## config.mk

```make
export PLATFORM = sky130hd
export DESIGN_NAME = shape_cmd_sequencer_flat
export DESIGN_NICKNAME = d
export VERILOG_FILES = /design/src/rtl/shape_pkg.sv /design/src/rtl/shape_cmd_sequencer_if.sv /design/src/rtl/shape_cmd_fifo.sv /design/src/rtl/shape_cmd_sequencer.sv /design/src/flat_wrapper.sv
export SDC_FILE = /design/constraint.sdc
export NUM_CORES = 1
export LEC_CHECK = 0
export CORE_MARGIN = 5
export CORE_UTILIZATION = 53
export CTS_CLUSTER_SIZE = 30
export DETAILED_ROUTE_END_ITERATION = 6
export PLACE_DENSITY = 0.83
export SYNTH_ARGS = -nofsm -noshare
export SYNTH_HDL_FRONTEND = slang
export SYNTH_SLANG_ARGS = --single-unit
```

## constraint.sdc

```tcl
create_clock -name clk -period 2.7 [get_ports clk]
set_clock_uncertainty 0.05 [all_clocks]
set_input_delay 0.81 -clock clk [delete_from_list [all_inputs] [get_ports clk]]
set_output_delay 0.81 -clock clk [all_outputs]
set_load 0.02 [all_outputs]
```

## src/rtl/shape_pkg.sv

```systemverilog
`default_nettype none
// ============================================================================
// Module      : shape_pkg
// Description : Shared types and constants for the shape command sequencer.
//               These are the SFR field positions, the keep codes, the
//               command record and the sequencer state encoding.
// Revision    : 1.0 - initial release
// ============================================================================
package shape_pkg;

  // SFR field positions
  localparam int SHAPE_LSB = 16;
  localparam int SHAPE_MSB = 17;
  localparam int OP_LSB    = 0;
  localparam int OP_MSB    = 5;

  // Codes meaning "leave this field as it is"
  localparam logic [1:0] SHAPE_KEEP = 2'b11;
  localparam logic [5:0] OP_KEEP    = 6'h3F;

  // Tag width stored in the command FIFO
  localparam int CMD_TAG_W = 4;

  typedef struct packed {
    logic [1:0]           shape;
    logic [5:0]           operation;
    logic [CMD_TAG_W-1:0] tag;
  } shape_cmd_t;

  typedef enum logic [2:0] {
    ST_IDLE  = 3'd0,
    ST_SNAP  = 3'd1,
    ST_WRITE = 3'd2,
    ST_CHECK = 3'd3,
    ST_RESP  = 3'd4
  } seq_state_e;

  // Build an SFR word holding only the shape and operation fields
  function automatic logic [31:0] pack_sfr_word(input logic [1:0] shape,
                                                input logic [5:0] operation);
    logic [31:0] w;
    w                    = '0;
    w[SHAPE_MSB:SHAPE_LSB] = shape;
    w[OP_MSB:OP_LSB]       = operation;
    return w;
  endfunction

endpackage
`default_nettype wire

```

## src/rtl/shape_cmd_sequencer_if.sv

```systemverilog
`default_nettype none
// ============================================================================
// Module      : shape_cmd_sequencer_if
// Description : Command, response and SFR bus signals of the shape command
//               sequencer. The slave modport is the sequencer's view.
//               SHAPE_CMD_SEQ_STATS_EN adds the two statistics counters.
// Revision    : 1.0 - initial release
// ============================================================================
interface shape_cmd_sequencer_if #(
  parameter int TAG_W = 4
);
  // command stream
  logic             cmd_valid;
  logic             cmd_ready;
  logic [1:0]       cmd_shape;
  logic [5:0]       cmd_operation;
  logic [TAG_W-1:0] cmd_tag;
  // response stream
  logic             rsp_valid;
  logic             rsp_ready;
  logic             rsp_accepted;
  logic             rsp_error;
  logic [1:0]       rsp_shape;
  logic [5:0]       rsp_operation;
  logic [TAG_W-1:0] rsp_tag;
  // SFR bus
  logic             write;
  logic [31:0]      write_data;
  logic             read;
  logic [31:0]      read_data;
  logic             error;
`ifdef SHAPE_CMD_SEQ_STATS_EN
  logic [15:0]      stat_accepted;
  logic [15:0]      stat_rejected;
`endif

  modport slave (
    input  cmd_valid, cmd_shape, cmd_operation, cmd_tag,
    output cmd_ready,
    output rsp_valid, rsp_accepted, rsp_error, rsp_shape, rsp_operation, rsp_tag,
    input  rsp_ready,
    output write, write_data, read,
    input  read_data, error
`ifdef SHAPE_CMD_SEQ_STATS_EN
    , output stat_accepted, stat_rejected
`endif
  );

  modport master (
    output cmd_valid, cmd_shape, cmd_operation, cmd_tag,
    input  cmd_ready,
    input  rsp_valid, rsp_accepted, rsp_error, rsp_shape, rsp_operation, rsp_tag,
    output rsp_ready,
    input  write, write_data, read,
    output read_data, error
`ifdef SHAPE_CMD_SEQ_STATS_EN
    , input stat_accepted, stat_rejected
`endif
  );

endinterface
`default_nettype wire

```

## src/rtl/shape_cmd_fifo.sv

```systemverilog
`default_nettype none
// ============================================================================
// Module      : shape_cmd_fifo
// Description : Synchronous FIFO of shape_cmd_t. Pointers carry one extra
//               wrap bit so that full and empty are told apart without a
//               separate counter. Push when full and pop when empty are
//               ignored.
// Revision    : 1.0 - initial release
// ============================================================================
module shape_cmd_fifo
  import shape_pkg::*;
#(
  parameter int DEPTH = 4
) (
  input  logic       clk,
  input  logic       rst_n,
  input  logic       push,
  input  shape_cmd_t push_data,
  input  logic       pop,
  output shape_cmd_t pop_data,
  output logic       full,
  output logic       empty
);

  localparam int            AW      = $clog2(DEPTH);
  localparam logic [AW:0]   PTR_ONE = {{AW{1'b0}}, 1'b1};

  shape_cmd_t  mem_q [DEPTH];
  logic [AW:0] wr_ptr_q, wr_ptr_d;
  logic [AW:0] rd_ptr_q, rd_ptr_d;

  assign empty    = (wr_ptr_q == rd_ptr_q);
  assign full     = (wr_ptr_q[AW] != rd_ptr_q[AW]) &&
                    (wr_ptr_q[AW-1:0] == rd_ptr_q[AW-1:0]);
  assign pop_data = mem_q[rd_ptr_q[AW-1:0]];

  // Advance pointers on accepted push/pop
  always_comb begin
    wr_ptr_d = wr_ptr_q;
    rd_ptr_d = rd_ptr_q;
    if (push && !full)  wr_ptr_d = wr_ptr_q + PTR_ONE;
    if (pop  && !empty) rd_ptr_d = rd_ptr_q + PTR_ONE;
  end

  // Pointer registers; reset discards the contents
  always_ff @(posedge clk or negedge rst_n) begin
    if (!rst_n) begin
      wr_ptr_q <= '0;
      rd_ptr_q <= '0;
    end else begin
      wr_ptr_q <= wr_ptr_d;
      rd_ptr_q <= rd_ptr_d;
    end
  end

  // Storage; no reset needed since the pointers define validity
  always_ff @(posedge clk) begin
    if (push && !full) mem_q[wr_ptr_q[AW-1:0]] <= push_data;
  end

endmodule
`default_nettype wire

```

## src/rtl/shape_cmd_sequencer.sv

```systemverilog
`default_nettype none
// ============================================================================
// Module      : shape_cmd_sequencer
// Description : Buffers shape/operation update commands and applies each to
//               the control SFR as snapshot-read, write, check-read. It then
//               reports whether the SFR took the update. Optional macro
//               SHAPE_CMD_SEQ_STATS_EN adds saturating accepted/rejected
//               counters.
// Revision    : 1.0 - initial release
// ============================================================================
module shape_cmd_sequencer
  import shape_pkg::*;
#(
  parameter int DEPTH = 4,
  parameter int TAG_W = CMD_TAG_W
) (
  input logic                 clk,
  input logic                 rst_n,
  shape_cmd_sequencer_if.slave bus
);

  seq_state_e state_q, state_d;
  shape_cmd_t cur_q, cur_d;
  shape_cmd_t fifo_in, fifo_head;
  logic [1:0] snap_shape_q, snap_shape_d;
  logic [5:0] snap_op_q, snap_op_d;
  logic [1:0] rb_shape_q, rb_shape_d;
  logic [5:0] rb_op_q, rb_op_d;
  logic       acc_q, acc_d;
  logic       err_q, err_d;
  logic       fifo_push, fifo_pop, fifo_full, fifo_empty;
  logic [1:0] rd_shape, exp_shape;
  logic [5:0] rd_op, exp_op;
  logic       unused_read_bits;

  // The FIFO stores CMD_TAG_W tag bits; TAG_W is expected to match it
  assign fifo_in   = '{shape: bus.cmd_shape, operation: bus.cmd_operation,
                       tag: CMD_TAG_W'(bus.cmd_tag)};
  assign fifo_push = bus.cmd_valid && !fifo_full;

  shape_cmd_fifo #(.DEPTH(DEPTH)) u_fifo (
    .clk       (clk),
    .rst_n     (rst_n),
    .push      (fifo_push),
    .push_data (fifo_in),
    .pop       (fifo_pop),
    .pop_data  (fifo_head),
    .full      (fifo_full),
    .empty     (fifo_empty)
  );

  assign rd_shape         = bus.read_data[SHAPE_MSB:SHAPE_LSB];
  assign rd_op            = bus.read_data[OP_MSB:OP_LSB];
  assign unused_read_bits = ^{bus.read_data[31:18], bus.read_data[15:6]};

  // Keep codes resolve against the value seen before the write
  assign exp_shape = (cur_q.shape == SHAPE_KEEP)  ? snap_shape_q : cur_q.shape;
  assign exp_op    = (cur_q.operation == OP_KEEP) ? snap_op_q    : cur_q.operation;

  // Next-state and datapath capture for the snapshot/write/check sequence
  always_comb begin
    state_d      = state_q;
    cur_d        = cur_q;
    snap_shape_d = snap_shape_q;
    snap_op_d    = snap_op_q;
    rb_shape_d   = rb_shape_q;
    rb_op_d      = rb_op_q;
    acc_d        = acc_q;
    err_d        = err_q;
    fifo_pop     = 1'b0;
    case (state_q)
      ST_IDLE: begin
        if (!fifo_empty) begin
          fifo_pop = 1'b1;
          cur_d    = fifo_head;
          err_d    = 1'b0;
          state_d  = ST_SNAP;
        end
      end
      ST_SNAP: begin
        snap_shape_d = rd_shape;
        snap_op_d    = rd_op;
        state_d      = ST_WRITE;
      end
      ST_WRITE: begin
        err_d   = err_q | bus.error;
        state_d = ST_CHECK;
      end
      ST_CHECK: begin
        err_d      = err_q | bus.error;
        rb_shape_d = rd_shape;
        rb_op_d    = rd_op;
        acc_d      = (rd_shape == exp_shape) && (rd_op == exp_op);
        state_d    = ST_RESP;
      end
      ST_RESP: begin
        if (bus.rsp_ready) begin
          if (!fifo_empty) begin
            fifo_pop = 1'b1;
            cur_d    = fifo_head;
            err_d    = 1'b0;
            state_d  = ST_SNAP;
          end else begin
            state_d  = ST_IDLE;
          end
        end
      end
      default: state_d = ST_IDLE;
    endcase
  end

  // State and datapath registers
  always_ff @(posedge clk or negedge rst_n) begin
    if (!rst_n) begin
      state_q      <= ST_IDLE;
      cur_q        <= '0;
      snap_shape_q <= '0;
      snap_op_q    <= '0;
      rb_shape_q   <= '0;
      rb_op_q      <= '0;
      acc_q        <= 1'b0;
      err_q        <= 1'b0;
    end else begin
      state_q      <= state_d;
      cur_q        <= cur_d;
      snap_shape_q <= snap_shape_d;
      snap_op_q    <= snap_op_d;
      rb_shape_q   <= rb_shape_d;
      rb_op_q      <= rb_op_d;
      acc_q        <= acc_d;
      err_q        <= err_d;
    end
  end

  // All outputs decode from registered state only
  assign bus.cmd_ready     = !fifo_full;
  assign bus.read          = (state_q == ST_SNAP) || (state_q == ST_CHECK);
  assign bus.write         = (state_q == ST_WRITE);
  assign bus.write_data    = (state_q == ST_WRITE) ?
                             pack_sfr_word(cur_q.shape, cur_q.operation) : 32'h0;
  assign bus.rsp_valid     = (state_q == ST_RESP);
  assign bus.rsp_accepted  = acc_q;
  assign bus.rsp_error     = err_q;
  assign bus.rsp_shape     = rb_shape_q;
  assign bus.rsp_operation = rb_op_q;
  assign bus.rsp_tag       = TAG_W'(cur_q.tag);

`ifdef SHAPE_CMD_SEQ_STATS_EN
  logic [15:0] stat_acc_q, stat_acc_d;
  logic [15:0] stat_rej_q, stat_rej_d;

  // Saturating per-outcome counters, stepped on each response handshake
  always_comb begin
    stat_acc_d = stat_acc_q;
    stat_rej_d = stat_rej_q;
    if (bus.rsp_valid && bus.rsp_ready) begin
      if (acc_q) begin
        if (stat_acc_q != 16'hFFFF) stat_acc_d = stat_acc_q + 16'd1;
      end else begin
        if (stat_rej_q != 16'hFFFF) stat_rej_d = stat_rej_q + 16'd1;
      end
    end
  end

  // Counter registers
  always_ff @(posedge clk or negedge rst_n) begin
    if (!rst_n) begin
      stat_acc_q <= '0;
      stat_rej_q <= '0;
    end else begin
      stat_acc_q <= stat_acc_d;
      stat_rej_q <= stat_rej_d;
    end
  end

  assign bus.stat_accepted = stat_acc_q;
  assign bus.stat_rejected = stat_rej_q;
`endif

endmodule
`default_nettype wire
```

## src/flat_wrapper.sv

```systemverilog
// flat-port wrapper written by rule: the top's interface ports become plain ports
module shape_cmd_sequencer_flat import shape_pkg::*;
#(
  parameter int DEPTH = 4,
  parameter int TAG_W = CMD_TAG_W
)
  (clk, rst_n, bus_cmd_valid, bus_cmd_shape, bus_cmd_operation, bus_cmd_tag, bus_cmd_ready, bus_rsp_valid, bus_rsp_accepted, bus_rsp_error, bus_rsp_shape, bus_rsp_operation, bus_rsp_tag, bus_rsp_ready, bus_write, bus_write_data, bus_read, bus_read_data, bus_error);
  shape_cmd_sequencer_if #(.TAG_W(TAG_W)) bus_i ();
  input logic clk;
  input logic rst_n;
  input wire logic [$bits(bus_i.cmd_valid)-1:0] bus_cmd_valid;
  input wire logic [$bits(bus_i.cmd_shape)-1:0] bus_cmd_shape;
  input wire logic [$bits(bus_i.cmd_operation)-1:0] bus_cmd_operation;
  input wire logic [$bits(bus_i.cmd_tag)-1:0] bus_cmd_tag;
  output wire logic [$bits(bus_i.cmd_ready)-1:0] bus_cmd_ready;
  output wire logic [$bits(bus_i.rsp_valid)-1:0] bus_rsp_valid;
  output wire logic [$bits(bus_i.rsp_accepted)-1:0] bus_rsp_accepted;
  output wire logic [$bits(bus_i.rsp_error)-1:0] bus_rsp_error;
  output wire logic [$bits(bus_i.rsp_shape)-1:0] bus_rsp_shape;
  output wire logic [$bits(bus_i.rsp_operation)-1:0] bus_rsp_operation;
  output wire logic [$bits(bus_i.rsp_tag)-1:0] bus_rsp_tag;
  input wire logic [$bits(bus_i.rsp_ready)-1:0] bus_rsp_ready;
  output wire logic [$bits(bus_i.write)-1:0] bus_write;
  output wire logic [$bits(bus_i.write_data)-1:0] bus_write_data;
  output wire logic [$bits(bus_i.read)-1:0] bus_read;
  input wire logic [$bits(bus_i.read_data)-1:0] bus_read_data;
  input wire logic [$bits(bus_i.error)-1:0] bus_error;
  assign bus_i.cmd_valid = bus_cmd_valid;
  assign bus_i.cmd_shape = bus_cmd_shape;
  assign bus_i.cmd_operation = bus_cmd_operation;
  assign bus_i.cmd_tag = bus_cmd_tag;
  assign bus_cmd_ready = bus_i.cmd_ready;
  assign bus_rsp_valid = bus_i.rsp_valid;
  assign bus_rsp_accepted = bus_i.rsp_accepted;
  assign bus_rsp_error = bus_i.rsp_error;
  assign bus_rsp_shape = bus_i.rsp_shape;
  assign bus_rsp_operation = bus_i.rsp_operation;
  assign bus_rsp_tag = bus_i.rsp_tag;
  assign bus_i.rsp_ready = bus_rsp_ready;
  assign bus_write = bus_i.write;
  assign bus_write_data = bus_i.write_data;
  assign bus_read = bus_i.read;
  assign bus_i.read_data = bus_read_data;
  assign bus_i.error = bus_error;
  shape_cmd_sequencer #(.DEPTH(DEPTH), .TAG_W(TAG_W)) u_core (.clk(clk), .rst_n(rst_n), .bus(bus_i));
endmodule
```

==> qor.yml, run 1 <==
global_routing:
  antenna_found_initial: 0
  grt_max_degree: 23
  grt_pass1_vias: 2261
  track_usage: 0.166
  grt_pass1_wl_mm: 11.5
  grt_overflow_total: 0
synthesis:
  synth_enable_flop_cells: 48
  ys_ff_latch: 87
  synth-seq-area-share: 0.615
  synthFlopType: "edfxtp_1"
  yosys-top-cells-area: "edfxtp_1, dfrtp_1, mux4_2, buf_4, mux2_2"
  synth_top_area_frac: 0.367
  synthDistinctLibCells: 43
  synthCells: 268
  synth.avg_cell_area_um2: 14.7
  syn_area_mm2: 0.00393
  ys_warn_count: 0
  yosysTopAreaCell: "edfxtp_1"
  synthArstFlopShare: 0.448
power_and_ir_drop:
  p_sw_frac: 0.357
  p_leak_nw: 1.88
  p_seq_frac: 0.421
  combinationalPowerShare: 0.428
  max-vdd-ir-drop_mv: 0.543
  clockPowerShare: 0.151
  p_switching_mw: 1.87
  p_int_mw: 3.36
  powerDensity_mw_per_mm2: 1130
die:
  die_w_um: 96.1
  io_pins: 99
  rows: 31
  start_util: 0.542
  die_area_mm2: 0.00924
  core_mm2: 0.00725
  die_y_um: 96.1
worst_setup_path:
  cp-start-kind: "flop"
  required_ns: 1.84
  critPathMaxFanout: 6
  critPathKind: "flop to output pin"
  critPathArrivalTime_ns: 1.64
  endpoint_kind: "output pin"
clocking:
  h-tree-depth: 3
  insertion_delay_ns: 0.34
  cts_hold_buffers: 0
  post_cts_buffers: 0
  clkSinkCount: 87
  cts_tree: "built"
  ctsResizeCount: 10
  cts_max_path_buffers: 2
  cts-root-buf: "clkbuf_8"
  cts.clk_slew.worst_paths_ns: 0.09
  cts_buffers: 9
sta:
  slew_viol_final: 0
  hold_violations: 0
  post-route-min-period_ns: 2.50
  fin_setup_tns_ns: 0
  setup_viol: 0
  period_share: 0.925
  hold_ws_ns: 0.349
  fmax_ghz: 0.400
  rsz0062_at_grt: "no"
layout:
  num-nets-final: 381
  mostFrequentLayoutCell: "edfxtp_1"
  antennaDiodeCount: 0
  final_cell_mix: "edfxtp_1, clkdlybuf4s50_1, dfrtp_1"
  fin_cells: 431
  layout-drive-gt1-share: 0.220
  synthToLayoutAreaGrowth_pct: 17.6
run_status:
  status: "finished, final reports clean"
worst_hold_path:
  hp-class: "input port to asynchronous set/reset pin"
placed_design:
  place_inst: 415
  port_buffers: 50
  gp_congestion: 0.871
  dp_hpwl_mm: 5.10
detailed_routing:
  wl_mm: 7.18
  viasPerCell: 5.18
  drt_pass1_iterations: 4
  vias: 2232
  drtIter0Drc: 100
  wire_per_inst_um: 16.7
  ant_nets: 0
  drc: 0
run:
  max-cap-violations: 0
-- critical path, stage by stage (launching register included) --
cell and delay (ns):
dfrtp_1 0.42, nand2b_1 0.17, nor2_1 0.09, buf_4 0.15, and2_2 0.14, dlygate4sd2_1 0.32
-- area by class of cell --
class	count	area, um2
sequential	87	2420
tap	99	124
inverter	13	48.8
clock inverter	7	46.3
timing repair buffer	61	572
fill	572	2630
clock buffer	9	124
multi-input combinational	155	1290
-- path summary, 6_finish.rpt --
| check | startpoint | endpoint | slack (ns) | cells after the start |
|---|---|---|---|---|
| worst max register to register | u_core.state_q[2] | u_core.bus.rsp_accepted | 0.94 | 5 |
| min in group clk | u_core.bus.rsp_operation[2] | u_core.bus.rsp_operation[2] | 0.43 | 2 |
| worst min register to register | u_core.bus.rsp_operation[2] | u_core.bus.rsp_operation[2] | 0.43 | 2 |
| worst min-delay path | rst_n | u_core.bus.rsp_operation[3] | 0.35 | 1 |
| worst max-delay path | u_core.state_q[2] | bus_write_data[5] | 0.20 | 5 |
| max in group asynchronous | rst_n | u_core.state_q[0] | 1.57 | 2 |
-- layer usage --
layer,GRT usage,routed length (um)
met2,0.283,3510
met3,0.0407,536
met4,0.0486,72
met5,0,0
met1,0.211,3060
-- flip-flops by register name (all words and copies together), names as in the netlist --
name	flops
u_core.bus.rsp_shape	2
u_core.state_q	3
u_core.bus.rsp_accepted	1
u_core.bus.rsp_error	1
u_core.cur_q	8
u_core.u_fifo.rd_ptr_q	3
u_core.bus.rsp_tag	4
u_core.bus.rsp_operation	6
u_core.snap_shape_q	2
u_core.snap_op_q	6
u_core.u_fifo.wr_ptr_q	3
u_core.u_fifo.mem_q	48
-- power by group through the flow --
stage / Combinational, mW / Sequential [mW] / Clock, mW
after floorplan: 1.60 / 2.22 / 0
after global placement: 2.23 / 2.19 / 0
after detailed placement: 2.30 / 2.22 / 0
after CTS: 2.27 / 2.19 / 0.816
after global routing: 2.43 / 2.26 / 0.872
final: 2.24 / 2.20 / 0.790
-- synthesized netlist by cell type, types with 2 or more instances --
cell	number
o21ai_0	11
mux2_4	5
and2_1	5
inv_1	13
buf_6	2
nand2b_1	3
mux4_2	12
nand3_1	2
nor3b_1	2
nor2_1	8
o31ai_1	2
edfxtp_1	48
nor3_1	8
and3_1	4
mux2_2	18
dfrtp_1	39
xor2_1	4
a21oi_1	4
xnor2_1	4
ha_1	5
buf_4	30
o22ai_1	4
buf_2	2
nor2b_1	4
clkbuf_1	2
nand2_1	10
-- cell families (layout without fill, tap and decap cells) --
logic type,Yosys count,count (layout),synth area share
DFF,87,87,0.615
adders and majority gates,5,5,0.0159
and+or+nand+nor,54,54,0.0825
buffers and inverters,49,90,0.0799
AOI/OAI and AO/OA,29,29,0.0484
other,1,24,0.000954
xor gates and xnor gates,8,8,0.0178
muxes,35,35,0.139
-- per-stage QoR --
step / util / power (mW) / worst slack [ns] / area, um2
CTS: 0.636 / 5.28 / 0.0245 / 4610
global placement: 0.614 / 4.42 / 0.309 / 4450
finish: 0.637 / 5.23 / 0.202 / 4620
detailed placement: 0.614 / 4.52 / 0.296 / 4450
global route: 0.637 / 5.56 / 0.0783 / 4620
floorplan: - / 3.82 / 0.542 / 4020
(Power assumes the default switching activity.)
==> run 2: changes to the inputs <==
--- a/config.mk
+++ b/config.mk
@@ -6,10 +6,11 @@
 export NUM_CORES = 1
 export LEC_CHECK = 0
 export CORE_MARGIN = 5
-export CORE_UTILIZATION = 53
+export CORE_UTILIZATION = 55
+export CTS_BUF_LIST = sky130_fd_sc_hd__clkbuf_4 sky130_fd_sc_hd__clkbuf_8
 export CTS_CLUSTER_SIZE = 30
 export DETAILED_ROUTE_END_ITERATION = 6
-export PLACE_DENSITY = 0.83
+export PLACE_DENSITY = 0.86
 export SYNTH_ARGS = -nofsm -noshare
 export SYNTH_HDL_FRONTEND = slang
 export SYNTH_SLANG_ARGS = --single-unit
==> run 2 against run 1 <==
Total power up 3.1%. Cell count down 0.70%. Global-route usage up 0.75 points. Largest power group unchanged.
==> qor.yml, run 2 (synthesis gave the netlist of run 1 again) <==
worst_setup_path:
  cp_top_family: "buffers and inverters"
  critPathKind: "flop to output pin"
  critPathArrivalTime_ns: 1.67
  critPathSlowestCell: "dfrtp_1"
  endpoint_kind: "output pin"
  cp-start-kind: "flop"
  required_ns: 1.84
  critPathMaxFanout: 5
  crit_buf_inv: 2
  crit_chain: "nand2b_1 -> buf_4 -> nor3_1 -> dlygate4sd2_1"
  cpPeakStageDelay_ns: 0.42
layout:
  synthToLayoutAreaGrowth_pct: 18.8
  final_cell_mix: "edfxtp_1, clkdlybuf4s50_1, dfrtp_1"
  post-route-util: 0.679
  num-nets-final: 381
  fin_cells: 428
  antennaDiodeCount: 0
  layout-drive-gt1-share: 0.223
  largest_reg_flops: 48
  mostFrequentLayoutCell: "edfxtp_1"
die:
  die_y_um: 94.5
  rows: 30
  core_mm2: 0.00687
  io_pins: 99
  die_area_mm2: 0.00894
  die_w_um: 94.5
  start_util: 0.572
power_and_ir_drop:
  p_leak_nw: 1.90
  power_mw: 5.39
  powerDensity_mw_per_mm2: 1150
  max-vdd-ir-drop_mv: 0.553
clocking:
  cts_max_path_buffers: 2
  cts.clk_slew.worst_paths_ns: 0.08
  cts_buffers: 9
  h-tree-depth: 3
  cts_hold_buffers: 0
  cts-root-buf: "clkbuf_8"
  cts_tree: "built"
  insertion_delay_ns: 0.34
  clkSinkCount: 87
global_routing:
  antenna_found_initial: 0
  grt_pass1_vias: 2250
  track_usage: 0.174
  grt_pass1_wl_mm: 11.4
  use_met2: 0.276
  use_met3: 0.0414
  top_usage_layer: "met2"
  grt_overflow_total: 0
  grt_max_degree: 18
  grt_use_met1: 0.226
worst_hold_path:
  hp-class: "input port to asynchronous set/reset pin"
sta:
  hold_violations: 0
  setup_viol: 0
  post-route-min-period_ns: 2.53
  slew_viol_final: 0
  period_share: 0.939
  fmax_ghz: 0.394
  rsz0062_at_grt: "no"
  fin_setup_tns_ns: 0
detailed_routing:
  drc: 0
  wire_per_inst_um: 16.2
  drtIter0Drc: 137
  drt_pass1_iterations: 4
  wl_mm: 6.95
  viasPerCell: 5.25
  ant_nets: 0
  vias: 2247
run_status:
  status: "finished, final reports clean"
placed_design:
  port_buffers: 50
  gp_congestion: 0.845
  dp_hpwl_mm: 4.94
  place_inst: 412
run:
  max-cap-violations: 0
==> run 2: changes by cell type in the layout (fill, tap and decap cells not counted), moves of 2 or more <==
cell        change
clkbuf_4        +3
bufinv_16       +2
clkinvlp_4      -2
inv_6           -2
==> run 2: what timing repair did <==
item	in CTS	in global routing
setup buffers	0	0
gates cloned	0	0
resized for setup	14	1
endpoints found under the setup margin	11	1
==> run 2: power breakdown <==
part           switching, mW  total [mW]  internal (mW)
clock                  0.423       0.973          0.550
combinational           1.09        2.22           1.13
sequential             0.309        2.20           1.89
==> run 2: worst register-to-register path, stage by stage (launching register included) <==
cell and delay [ns]:
dfrtp_2 0.49, and2b_2 0.21, nand2_2 0.19, a2111oi_0 0.36, and4bb_1 0.24, a32o_1 0.15
==> run 2: stage by stage <==
stage | cell area (um2) | hold WS [ns] | worst slack, ns
after floorplan | 4020 | 0.410 | 0.542
after global placement | 4450 | 0.410 | 0.226
after detailed placement | 4450 | 0.419 | 0.167
after CTS | 4660 | 0.287 | 0.0261
after global routing | 4670 | 0.303 | 0.0679
final | 4670 | 0.301 | 0.165
==> run 2: cell type report <==
class | instances | area [um2]
clock buffers | 12 | 146
clock inverters | 4 | 70.1
fillers | 502 | 2200
inverters | 13 | 48.8
multi-input cells | 155 | 1290
flip-flops and latches | 87 | 2420
well taps | 96 | 120
repair buffers | 61 | 568
==> run 2: layer usage <==
metal  part of all wire  up-vias
met5                  0        -
met4              0.024        0
met3              0.064       13
met2               0.49       77
met1               0.43     1105
li1                   -     1052
==> run 2: worst paths after layout <==
kind / slack (ns) / cells after the start / from / end
worst max-delay path: 0.17 / 4 / u_core.state_q[2] / bus_write_data[3]
worst min-delay path: 0.30 / 1 / rst_n / u_core.bus.rsp_operation[0]
worst max register to register: 0.94 / 5 / u_core.state_q[0] / u_core.bus.rsp_accepted
worst min register to register: 0.43 / 2 / u_core.bus.rsp_operation[5] / u_core.bus.rsp_operation[5]
max in group asynchronous: 1.79 / 2 / rst_n / u_core.state_q[0]
min in group clk: 0.43 / 2 / u_core.bus.rsp_operation[5] / u_core.bus.rsp_operation[5]
==> run 3: changes to the inputs <==
--- a/config.mk
+++ b/config.mk
@@ -10,6 +10,7 @@
 export CTS_BUF_LIST = sky130_fd_sc_hd__clkbuf_4 sky130_fd_sc_hd__clkbuf_8
 export CTS_CLUSTER_SIZE = 30
 export DETAILED_ROUTE_END_ITERATION = 6
+export GPL_TIMING_DRIVEN = 1
 export PLACE_DENSITY = 0.86
 export SYNTH_ARGS = -nofsm -noshare
 export SYNTH_HDL_FRONTEND = slang
==> results of run 3 <==
No change in the layout: final DEF, timing and power equal those of run 2.
